===== src/rtl/uart_packet_arbiter.sv =====
// Round-robin arbiter merging AXI-S byte packets onto one UART transmitter.
// Define UART_PACKET_ARB_WATCHDOG_EN to build in the stalled-source watchdog.
module uart_packet_arbiter #(
  parameter int NUM_REQUESTERS          = 4,
  parameter int MAX_PACKET_LENGTH_BYTES = 16,
  parameter int WATCHDOG_CYCLES         = 1024
) (
  input  logic                           i_clk,
  input  logic                           i_rst_n,
  input  logic [NUM_REQUESTERS-1:0]      i_s_axis_tvalid,
  output logic [NUM_REQUESTERS-1:0]      o_s_axis_tready,
  input  logic [NUM_REQUESTERS-1:0][7:0] i_s_axis_tdata,
  input  logic [NUM_REQUESTERS-1:0]      i_s_axis_tlast,
  output logic                           o_m_axis_tvalid,
  input  logic                           i_m_axis_tready,
  output logic [7:0]                     o_m_axis_tdata,
  output logic                           o_m_axis_tlast,
  output logic [NUM_REQUESTERS-1:0]      o_grant,
  output logic                           o_overlength,
  output logic                           o_watchdog_abort
);

  localparam int GW = $clog2(NUM_REQUESTERS);
  localparam logic [7:0] LAST_BEAT = 8'(MAX_PACKET_LENGTH_BYTES - 1);

  localparam logic [1:0] S_IDLE  = 2'd0;
  localparam logic [1:0] S_PASS  = 2'd1;
`ifdef UART_PACKET_ARB_WATCHDOG_EN
  localparam logic [1:0] S_ABORT = 2'd2;
  localparam int WW = $clog2(WATCHDOG_CYCLES + 1);
  localparam logic [WW-1:0] WD_LAST = WW'(WATCHDOG_CYCLES - 1);
`endif

  // Reject unsupported parameter sets at elaboration.
  if (NUM_REQUESTERS < 2 || NUM_REQUESTERS > 8 ||
      MAX_PACKET_LENGTH_BYTES < 1 || MAX_PACKET_LENGTH_BYTES > 256 ||
      WATCHDOG_CYCLES < 1) begin : g_bad_cfg
    $error("uart_packet_arbiter: parameter out of range");
  end

  logic [1:0]                r_state;
  logic [GW-1:0]             r_gidx;
  logic [GW-1:0]             r_last;
  logic [NUM_REQUESTERS-1:0] r_grant;
  logic [7:0]                r_beats;
  logic                      r_overlength;

  logic [GW-1:0] w_pick;
  logic [GW-1:0] w_idx;
  logic          w_pick_vld;
  logic          w_src_vld;
  logic          w_src_last;
  logic          w_forced;
  logic          w_hs;

  // Pick the first requester after the previous owner, wrapping around.
  always_comb begin
    w_pick     = r_last;
    w_idx      = r_last;
    w_pick_vld = 1'b0;
    for (int k = 1; k <= NUM_REQUESTERS; k++) begin
      w_idx = GW'((int'(r_last) + k) % NUM_REQUESTERS);
      if (!w_pick_vld && i_s_axis_tvalid[w_idx]) begin
        w_pick     = w_idx;
        w_pick_vld = 1'b1;
      end
    end
  end

  // Route the owner to the master port; everything is quiet otherwise.
  always_comb begin
    w_src_vld       = i_s_axis_tvalid[r_gidx];
    w_src_last      = i_s_axis_tlast[r_gidx];
    w_forced        = (r_beats == LAST_BEAT);
    o_s_axis_tready = '0;
    o_m_axis_tvalid = 1'b0;
    o_m_axis_tdata  = 8'h00;
    o_m_axis_tlast  = 1'b0;
    case (r_state)
      S_PASS: begin
        o_m_axis_tvalid         = w_src_vld;
        o_m_axis_tdata          = i_s_axis_tdata[r_gidx];
        o_m_axis_tlast          = w_src_last | w_forced;
        o_s_axis_tready[r_gidx] = i_m_axis_tready;
      end
`ifdef UART_PACKET_ARB_WATCHDOG_EN
      S_ABORT: begin
        o_m_axis_tvalid = 1'b1;
        o_m_axis_tlast  = 1'b1;
      end
`endif
      default: ;
    endcase
    w_hs = o_m_axis_tvalid & i_m_axis_tready;
  end

`ifdef UART_PACKET_ARB_WATCHDOG_EN
  logic [WW-1:0] r_wd;
  logic          r_wd_abort;
`endif

  // Grant, beat counting and packet termination.
  always_ff @(posedge i_clk or negedge i_rst_n) begin
    if (!i_rst_n) begin
      r_state      <= S_IDLE;
      r_gidx       <= '0;
      r_last       <= GW'(NUM_REQUESTERS - 1);
      r_grant      <= '0;
      r_beats      <= 8'd0;
      r_overlength <= 1'b0;
`ifdef UART_PACKET_ARB_WATCHDOG_EN
      r_wd         <= '0;
      r_wd_abort   <= 1'b0;
`endif
    end else begin
      r_overlength <= 1'b0;
`ifdef UART_PACKET_ARB_WATCHDOG_EN
      r_wd_abort   <= 1'b0;
`endif
      case (r_state)
        S_IDLE: begin
          if (w_pick_vld) begin
            r_state <= S_PASS;
            r_gidx  <= w_pick;
            r_grant <= NUM_REQUESTERS'(1) << w_pick;
            r_beats <= 8'd0;
`ifdef UART_PACKET_ARB_WATCHDOG_EN
            r_wd    <= '0;
`endif
          end
        end
        S_PASS: begin
          if (w_hs) begin
            r_beats <= r_beats + 8'd1;
            if (o_m_axis_tlast) begin
              r_state      <= S_IDLE;
              r_last       <= r_gidx;
              r_grant      <= '0;
              r_overlength <= w_forced & ~w_src_last;
            end
          end
`ifdef UART_PACKET_ARB_WATCHDOG_EN
          if (w_src_vld) begin
            r_wd <= '0;
          end else if (r_wd == WD_LAST) begin
            r_state <= S_ABORT;
            r_wd    <= '0;
          end else begin
            r_wd <= r_wd + WW'(1);
          end
`endif
        end
`ifdef UART_PACKET_ARB_WATCHDOG_EN
        S_ABORT: begin
          if (i_m_axis_tready) begin
            r_state    <= S_IDLE;
            r_last     <= r_gidx;
            r_grant    <= '0;
            r_wd_abort <= 1'b1;
          end
        end
`endif
        default: r_state <= S_IDLE;
      endcase
    end
  end

  assign o_grant      = r_grant;
  assign o_overlength = r_overlength;
`ifdef UART_PACKET_ARB_WATCHDOG_EN
  assign o_watchdog_abort = r_wd_abort;
`else
  assign o_watchdog_abort = 1'b0;
`endif

endmodule


===== config.mk =====
export PLATFORM = sky130hd
export DESIGN_NAME = uart_packet_arbiter
export DESIGN_NICKNAME = d
export VERILOG_FILES = /design/src/rtl/uart_packet_arbiter.sv
export SDC_FILE = /design/constraint.sdc
export NUM_CORES = 1
export LEC_CHECK = 0
export CAP_MARGIN = 30
export CORE_ASPECT_RATIO = 1.4
export CORE_UTILIZATION = 40
export DETAILED_ROUTE_END_ITERATION = 16
export PLACE_DENSITY = 0.8
export SYNTH_ARGS = -nofsm -noshare
export SYNTH_HDL_FRONTEND = slang
export SYNTH_SLANG_ARGS = --single-unit

===== constraint.sdc =====
create_clock -name i_clk -period 4 [get_ports i_clk]
set_input_delay 0.8 -clock i_clk [delete_from_list [all_inputs] [get_ports i_clk]]
set_output_delay 0.8 -clock i_clk [all_outputs]
set_load 0.01 [all_outputs]

==> flow_summary.toml, run 1 <==
[placed_design]
dp_hpwl_mm = 2.78
port_buffers = 61
placed_cell_area_mm2 = 0.00189
place_ws_ps = 526
globalplace.congestion = 0.791

[global_routing]
grt_overflow = 0
first_global_vias = 1242
grt_first_pass_wirelength_mm = 5.89
grt_usage = 0.234
antenna_found_initial = 0
grt_max_degree = 19

[layout]
fillCellCount = 243
area.growth.synth_to_final_pct = 52.7
drive_above_1_share = 0.0983
insertedDiodeCount = 0
design_area_mm2 = 0.00194
nNetsFinal = 218

[setup_path]
regToRegSetupSlack_ps = 2060
crit_family = "buffers and inverters"
crit_chain = "clkdlybuf4s50_1 -> mux4_1 -> a21o_1 -> and2_1 -> clkdlybuf4s50_1"
endpoint_kind = "output port"
critPathSlowestCell = "mux4_1"
reg2reg_to = "r_last[0]"
worstPathArrival_ps = 2680
reg2reg_depth = 5
endpoint = "o_m_axis_tlast"
cp.buffers_inverters = 2
worst-path-max-fanout = 3
worstSetupStartpoint = "i_s_axis_tlast[1]"
path_class = "in -> out"
crit_required_ps = 3200
crit_top_cell = "clkdlybuf4s50_1"
path_depth = 5
slowest_delay_ps = 560
reg2reg_from = "r_gidx[0]"
start_kind = "input port"

[power]
power_frac_clock = 0.117
p_int_uw = 696
power_mw = 1.09
p_sw_frac = 0.362
p_seq_frac = 0.270
power_leakage_nw = 0.821
p_per_area_mw_per_mm2 = 563
pwr-share-comb = 0.613
peakVddDrop_uv = 419
p_switching_uw = 394

[synth]
yosysMostFrequentCell = "dfrtp_1"
synth-async-reset-ratio = 1.00
synth-xor-area-share = 0.0138
synth_top_area_share = 0.316
synthAdderAreaFrac = 0.00986
synth_mux_area_frac = 0.242
ys_top_cells_by_count = "dfrtp_1, nand2_1, and2_1"
synth-compound-area-share = 0.136
syn_avg_cell_area_um2 = 11.1
synth_warnings = 0
synth_edf_count = 0
synthCells = 114
synth_seq_cells = 18
synthTopCellsByArea = "dfrtp_1, mux4_1, mux4_2"
synth-seq-area-share = 0.357
synth_top_cell_by_area = "dfrtp_1"
synthSimpleGateAreaFrac = 0.197
synth_top_family_by_area = "multiplexers"
synth.distinct_cells = 38
synth_fp_nets = 158
syn_area_mm2 = 0.00127
ys.flop_type = "dfrtp_1"

[status]
status = "completed"

[sta]
clock_skew_ps = 5.91
final-setup-viol-count = 0
hold_viol_final = 0
min_period_over_period = 0.869
slew_viol_final = 0
relSlewSlack = 0.451
hold_ws_ps = 508
min_period_ps = 3480
worst_slack_ps = 524
tightest_slew_ps = 821
max_freq_mhz = 288
rsz0062_at_grt = "false"
fin_setup_tns_ps = 0

[hold_path]
hp-class = "reg -> reg"
min_path_cells = 1

[clock_network]
clkLatencyLatePin_ps = 250
post_cts_resized = 0
cts_tree = "done"
clk_pin_slew_ps = 70
cts_buffers = 3
clk_path_buf_depth = 2
cts.hold.buffers_added = 0
cts_root_buf = "clkbuf_8"
h-tree-depth = 1
cts_setup_buffers = 0
clock-sinks = 18

[route]
drc = 0
vias_per_cell = 5.58
drtIter0Drc = 18
ant_nets = 0
wl_per_cell_um = 16.8
dr_total_vias = 1171
wl_mm = 3.53
drtPass1Iterations = 4

[die]
die_y_um = 68.6
rows = 23
initial_utilization = 0.432
dieArea_mm2 = 0.00340
core_area_mm2 = 0.00294
ioPinCount = 63
die_x_um = 49.6

[flow_run]
cap_violations = 0
[worst min-delay path by stage]
stage,to,slack (ps),startpoint
floorplan,r_beats[3],450,r_beats[3]
global placement,r_beats[3],480,r_beats[3]
detailed placement,o_grant[0],490,o_grant[0]
CTS,o_grant[0],500,o_grant[0]
global route,o_grant[3],510,o_grant[3]
finish,r_beats[3],510,r_beats[3]
[per-stage QoR]
| step | cells | utilization |
|---|---|---|
| after floorplan | 114 | - |
| after global placement | 206 | 0.645 |
| after CTS | 210 | 0.660 |
| after detailed placement | 206 | 0.645 |
| after global routing | 210 | 0.660 |
| final | 210 | 0.660 |
[cell type report]
| type | instances | area [µm²] | area share |
|---|---|---|---|
| Multi-Input combinational cell | 87 | 763 | 0.394 |
| Timing Repair Buffer | 63 | 626 | 0.323 |
| Sequential cell | 18 | 453 | 0.234 |
| Tap cell | 37 | 46.3 | 0.0239 |
| Clock buffer | 4 | 45.0 | 0.0233 |
| Inverter | 1 | 3.75 | 0.00194 |
[state kept, by name, summed over array words and instances (netlist names)]
signal / count
o_overlength: 1
r_state: 1
r_beats: 8
o_grant: 4
r_gidx: 2
r_last: 2
[cell usage in the layout (no fill, tap or decap), types with 2 or more instances in the layout]
master / instances
xor2_1: 2
mux4_1: 5
mux2i_1: 4
nor2_1: 4
nand4_1: 3
nor3_1: 2
buf_4: 2
a21oi_1: 2
o21ai_0: 4
a21o_1: 4
o211ai_1: 2
a32o_1: 2
nand2_1: 12
clkdlybuf4s50_1: 61
dfrtp_1: 16
mux4_2: 5
and3_1: 3
dfstp_2: 2
and2_1: 11
nor3b_1: 2
clkbuf_8: 3
mux2_2: 2
a22o_1: 2
nand2b_1: 3
[power groups by stage]
| stage | Combinational (mW) | Sequential (mW) | Clock [mW] |
|---|---|---|---|
| detailed placement | 0.671 | 0.296 | 0 |
| floorplan | 0.413 | 0.283 | 0 |
| global route | 0.725 | 0.303 | 0.142 |
| global placement | 0.657 | 0.292 | 0 |
| CTS | 0.673 | 0.293 | 0.132 |
| finish | 0.668 | 0.295 | 0.127 |
[metal layers]
metal / wire length, µm / vias to the layer above / share of wire / track usage
met5: 0 / - / 0 / 0
met3: 193 / 6 / 0.055 / 0.0482
li1: - / 551 / - / -
met1: 1350 / 572 / 0.38 / 0.248
met4: 46 / 0 / 0.013 / 0.100
met2: 1940 / 42 / 0.55 / 0.446
[cells by family (layout without fill, tap and decap cells)]
group                    after synthesis  after routing
other                                  1              1
flip-flops                            18             18
buffers and inverters                  9             68
XOR/XNOR                               2              2
AO/OA/AOI/OAI                         22             22
AND/OR/NAND/NOR                       45             45
adder cells (fa/ha/maj)                1              1
multiplexers                          16             16
(Power assumes the default switching activity.)
==> run 2: changes to the inputs <==
--- a/config.mk
+++ b/config.mk
@@ -5,11 +5,12 @@
 export SDC_FILE = /design/constraint.sdc
 export NUM_CORES = 1
 export LEC_CHECK = 0
+export ABC_AREA = 1
 export CAP_MARGIN = 30
 export CORE_ASPECT_RATIO = 1.4
 export CORE_UTILIZATION = 40
 export DETAILED_ROUTE_END_ITERATION = 16
-export PLACE_DENSITY = 0.8
+export PLACE_DENSITY = 0.75
 export SYNTH_ARGS = -nofsm -noshare
 export SYNTH_HDL_FRONTEND = slang
 export SYNTH_SLANG_ARGS = --single-unit
==> run 2 against run 1 <==
  * Synthesized area up 23%
  * Die area grew 23%
  * Fmax rose by 16%
  * Design area is 15% higher
  * Cell count is 58% higher
  * Critical path depth is 1 higher
  * Worst hold slack worse by 12 ps
  * Synthesized cell count up 100%
  * Sequential power grew 14%
  * Combinational power increased by 53%
  * First-iteration DRC count up 130%
  * Non-clock buffer count fell by 2
  * Largest cell class unchanged
==> flow_summary.toml, run 2 <==
[clock_network]
h-tree-depth = 1
cts.hold.buffers_added = 0
cts_setup_buffers = 0
post_cts_resized = 0
cts_buffers = 3
cts_tree = "done"
cts_root_buf = "clkbuf_8"
clk_pin_slew_ps = 70
clkLatencyLatePin_ps = 240
clock-sinks = 18
clk_path_buf_depth = 2

[die]
die_y_um = 76.0
core_area_mm2 = 0.00371
ioPinCount = 63
dieArea_mm2 = 0.00417
die_x_um = 54.9
initial_utilization = 0.422
rows = 26

[global_routing]
grt_max_degree = 19
first_global_vias = 1498
met2_usage = 0.364
grt_util_met3 = 0.0140
grt_overflow = 0
grt_first_pass_wirelength_mm = 6.35
grt_usage = 0.199
antenna_found_initial = 0
top_usage_layer = "met2"
met1_usage = 0.235

[setup_path]
reg2reg_from = "r_last[0]"
crit_required_ps = 3200
path_class = "in -> out"
start_kind = "input port"
endpoint_kind = "output port"
worstSetupStartpoint = "i_s_axis_tvalid[0]"
worstPathArrival_ps = 2210
worst-path-max-fanout = 4

[synth]
yosysMostFrequentCell = "nand2_1"
ys_top_cells_by_count = "nand2_1, nand3_1, nor2_1"
synth_edf_count = 0
synth_fp_nets = 275
synth_seq_cells = 18
ys.flop_type = "dfrtp_1"
syn_area_mm2 = 0.00157
synth-seq-area-share = 0.289
synth_warnings = 0
synthCells = 231
synth-async-reset-ratio = 1.00
synthTopCellsByArea = "dfrtp_1, nand2_1, nand3_1"
synth.distinct_cells = 30
synth_top_area_share = 0.256
syn_avg_cell_area_um2 = 6.78
synth_top_cell_by_area = "dfrtp_1"

[sta]
min_period_over_period = 0.752
max_freq_mhz = 333
worst_slack_ps = 993
rsz0062_at_grt = "false"
min_period_ps = 3010
final-setup-viol-count = 0
relSlewSlack = 0.479
fin_setup_tns_ps = 0
hold_viol_final = 0
hold_ws_ps = 496
tightest_slew_ps = 779
slew_viol_final = 0
clock_skew_ps = 2.13

[layout]
largest_reg_flops = 8
insertedDiodeCount = 0
design_area_mm2 = 0.00222
layout_common_cells = "nand2_1, clkdlybuf4s50_1, nand3_1"
fillCellCount = 373
utilization = 0.600
area.growth.synth_to_final_pct = 42.0
final_common_cell = "nand2_1"
nNetsFinal = 334
top_register = "r_beats"
drive_above_1_share = 0.128

[route]
wl_mm = 4.07
drtPass1Iterations = 5
wl_per_cell_um = 12.3
dr_total_vias = 1660
vias_per_cell = 5.02
drc = 0
ant_nets = 0
drtIter0Drc = 41

[placed_design]
place_ws_ps = 981
globalplace.congestion = 0.860
port_buffers = 61
placed_cell_area_mm2 = 0.00217
dp_hpwl_mm = 3.26

[hold_path]
hold_start = "r_state[0]"
hp-class = "reg -> reg"

[power]
peakVddDrop_uv = 465
power_leakage_nw = 1.03
p_per_area_mw_per_mm2 = 672

[flow_run]
cap_violations = 0

[status]
status = "completed"
## run 2: final cells by class
cell class              count  area [µm²]  share of cell area
well taps                  42        52.6              0.0236
multi-input cells         185         966               0.434
clock buffers               4        55.1              0.0248
inverters                  21        86.3              0.0388
repair buffers             61         611               0.275
flip-flops and latches     18         453               0.204
## run 2: kinds of logic (layout without fill, tap and decap cells)
| family | Yosys count | after routing | share of synthesized area |
|---|---|---|---|
| and+or+nand+nor | 152 | 152 | 0.469 |
| DFF | 18 | 18 | 0.289 |
| AOI/OAI and AO/OA | 26 | 26 | 0.110 |
| adders and majority gates | 1 | 1 | 0.00799 |
| buffers and inverters | 28 | 86 | 0.0935 |
| other | 1 | 1 | 0.00240 |
| xor gates and xnor gates | 5 | 5 | 0.0280 |
## run 2: metrics by stage
stage,std cells,power (mW)
after floorplan,231,1.04
after global placement,327,1.36
after detailed placement,327,1.36
after CTS,331,1.51
after global routing,331,1.62
final,331,1.49
## run 2: worst max-delay path: stages
cell and delay [ps]:
clkdlybuf4s50_1 470, nand2_1 100, nand2_1 50, nor2_1 210, nor2_1 60, clkdlybuf4s50_1 510
## run 2: where the power goes
group	internal (mW)	total [mW]	switching, mW
clock network	0.0871	0.142	0.0549
registers	0.243	0.336	0.0931
logic	0.433	1.02	0.584
total	0.763	1.49	0.732
## run 2: final timing paths
check                                  end  slack, ps  depth (start not counted)
max                        o_m_axis_tvalid        990                          6
min                             r_state[0]        500                          2
max reg2reg                      r_gidx[0]       2070                         11
min reg2reg                     r_state[0]        500                          2
max in group asynchronous        r_gidx[0]       2500                          1
min in group asynchronous     o_overlength       1010                          1
## run 2: per-layer routing
layer	part of all wire	up-vias
li1	-	861
met1	0.44	772
met2	0.53	21
met3	0.014	6
met4	0.015	0
met5	0	-
==> run 3: changes to the inputs <==
==> constraint.sdc (replaced) <==
create_clock -name i_clk -period 2.8 [get_ports i_clk]
set_input_delay 0.56 -clock i_clk [delete_from_list [all_inputs] [get_ports i_clk]]
set_output_delay 0.56 -clock i_clk [all_outputs]
set_load 0.01 [all_outputs]
==> run 3 against run 2 <==
  * Cell count grew 0.60%
  * Combinational power up 47%
  * Highest routed layer unchanged
  * Sequential share of layout area down 0.13 points
  * First-iteration DRC count is 7.3% higher
  * Worst setup slack got worse by 820 ps
  * Worst hold slack barely moved
  * Via count down 1.6%
  * Non-clock buffer count rose by 2
  * Clock power is 46% higher
==> flow_summary.toml, run 3 (synthesized netlist as in run 2, its figures left out) <==
[sta]
min_period_ps = 2620
min_period_over_period = 0.937
max_freq_mhz = 381
tightest_slew_ps = 795
final-setup-viol-count = 0
hold_viol_final = 0
slew_viol_final = 0
relSlewSlack = 0.468
rsz0062_at_grt = "false"
fin_setup_tns_ps = 0
clock_skew_ps = 3.97

[flow_run]
cap_violations = 0

[layout]
final_common_cell = "nand2_1"
top_register = "r_beats"
largest_reg_flops = 8
insertedDiodeCount = 0
area.growth.synth_to_final_pct = 43.3
drive_above_1_share = 0.141
design_area_mm2 = 0.00224
nNetsFinal = 336
layout_common_cells = "nand2_1, clkdlybuf4s50_1, nand3_1"

[hold_path]
hp-class = "reg -> reg"
min_path_cells = 2
hold_end = "r_state[0]"
hold_start = "r_state[0]"

[route]
wl_mm = 4.18
dr_total_vias = 1634
wl_per_cell_um = 12.5
vias_per_cell = 4.91
drtIter0Drc = 44
drc = 0
ant_nets = 0
drtPass1Iterations = 4

[setup_path]
reg2reg_to = "r_gidx[0]"
start_kind = "register"
regToRegSetupSlack_ps = 840
reg2reg_depth = 11
path_class = "reg -> out"
crit_required_ps = 2240
reg2reg_from = "r_last[0]"
worstSetupStartpoint = "r_gidx[1]"
worst-path-max-fanout = 9
worstPathArrival_ps = 2060
endpoint_kind = "output port"

[die]
dieArea_mm2 = 0.00417
initial_utilization = 0.422
die_x_um = 54.9
ioPinCount = 63
die_y_um = 76.0
core_area_mm2 = 0.00371
rows = 26

[clock_network]
cts.hold.buffers_added = 0
clk_path_buf_depth = 2
clk_pin_slew_ps = 70
clock-sinks = 18
cts_root_buf = "clkbuf_8"
cts_tree = "done"
cts_buffers = 3
h-tree-depth = 1
clkLatencyLatePin_ps = 250

[status]
status = "completed"

[placed_design]
dp_hpwl_mm = 3.36
placed_cell_area_mm2 = 0.00218
globalplace.congestion = 0.821
port_buffers = 61

[power]
p_int_mw = 1.11
p_seq_frac = 0.216
p_sw_frac = 0.489
p_switching_mw = 1.06
power_leakage_nw = 1.03
peakVddDrop_uv = 602
power_frac_clock = 0.095
pwr-share-comb = 0.689
p_per_area_mw_per_mm2 = 969

[global_routing]
grt_first_pass_wirelength_mm = 6.58
grt_overflow = 0
grt_usage = 0.208
grt_max_degree = 19
antenna_found_initial = 0
first_global_vias = 1508
-- run 3: cell count changes in the layout (fill, tap and decap cells not counted), sizes merged --
cell / change
buf: +2
clkinv: -1
clkinvlp: +1
-- run 3: power groups by stage --
stage | Sequential, mW | Clock [mW] | Combinational (mW)
after floorplan | 0.399 | 0 | 1.09
after global placement | 0.467 | 0 | 1.49
after detailed placement | 0.471 | 0 | 1.49
after CTS | 0.468 | 0.213 | 1.50
after global routing | 0.483 | 0.223 | 1.66
final | 0.470 | 0.207 | 1.50
-- run 3: metal layers --
metal | share of wire | global-route usage | wire length, µm | up-vias
met5 | 0 | 0 | 0 | -
met4 | 0.0053 | 0.0436 | 22 | 0
met3 | 0.020 | 0.0140 | 83 | 4
met2 | 0.54 | 0.381 | 2250 | 27
met1 | 0.44 | 0.248 | 1820 | 743
li1 | - | - | - | 860
-- run 3: timing repair --
action,CTS,global route
gates resized for setup,0,2
endpoints found under the setup margin,0,2
setup buffers,0,0
-- run 3: layout make-up --
type | count | area (µm²)
clock buffer | 4 | 55.1
fill | 354 | 1470
inverter | 21 | 90.1
multi-input combinational | 185 | 966
sequential | 18 | 454
tap | 42 | 52.6
timing repair buffer | 63 | 626
-- run 3: critical path, cell delays in order, from the launching register on --
cell	delay [ps]
dfrtp_1	530
nand2_1	190
clkinvlp_4	190
nand2_1	90
nand4_1	130
inv_1	50
nor2_1	80
clkdlybuf4s50_1	550
-- run 3: worst max-delay path by stage --
stage	endpoint	slack [ps]	cells after the start
3_3_place_gp	o_m_axis_tlast	260	6
6_report	o_m_axis_tlast	180	7
4_1_cts	o_m_axis_tlast	60	8
5_1_grt	o_m_axis_tlast	20	7
3_5_place_dp	o_m_axis_tlast	240	6
2_1_floorplan	o_m_axis_tlast	1080	7
-- run 3: per-stage QoR --
stage	hold slack [ps]	setup slack [ps]	utilization	std cells	power (mW)
floorplan	264	1080	-	231	1.49
global placement	478	261	0.589	329	1.96
detailed placement	481	242	0.589	329	1.96
CTS	498	61.4	0.604	333	2.18
global route	531	21.6	0.605	333	2.36
finish	496	176	0.605	333	2.17
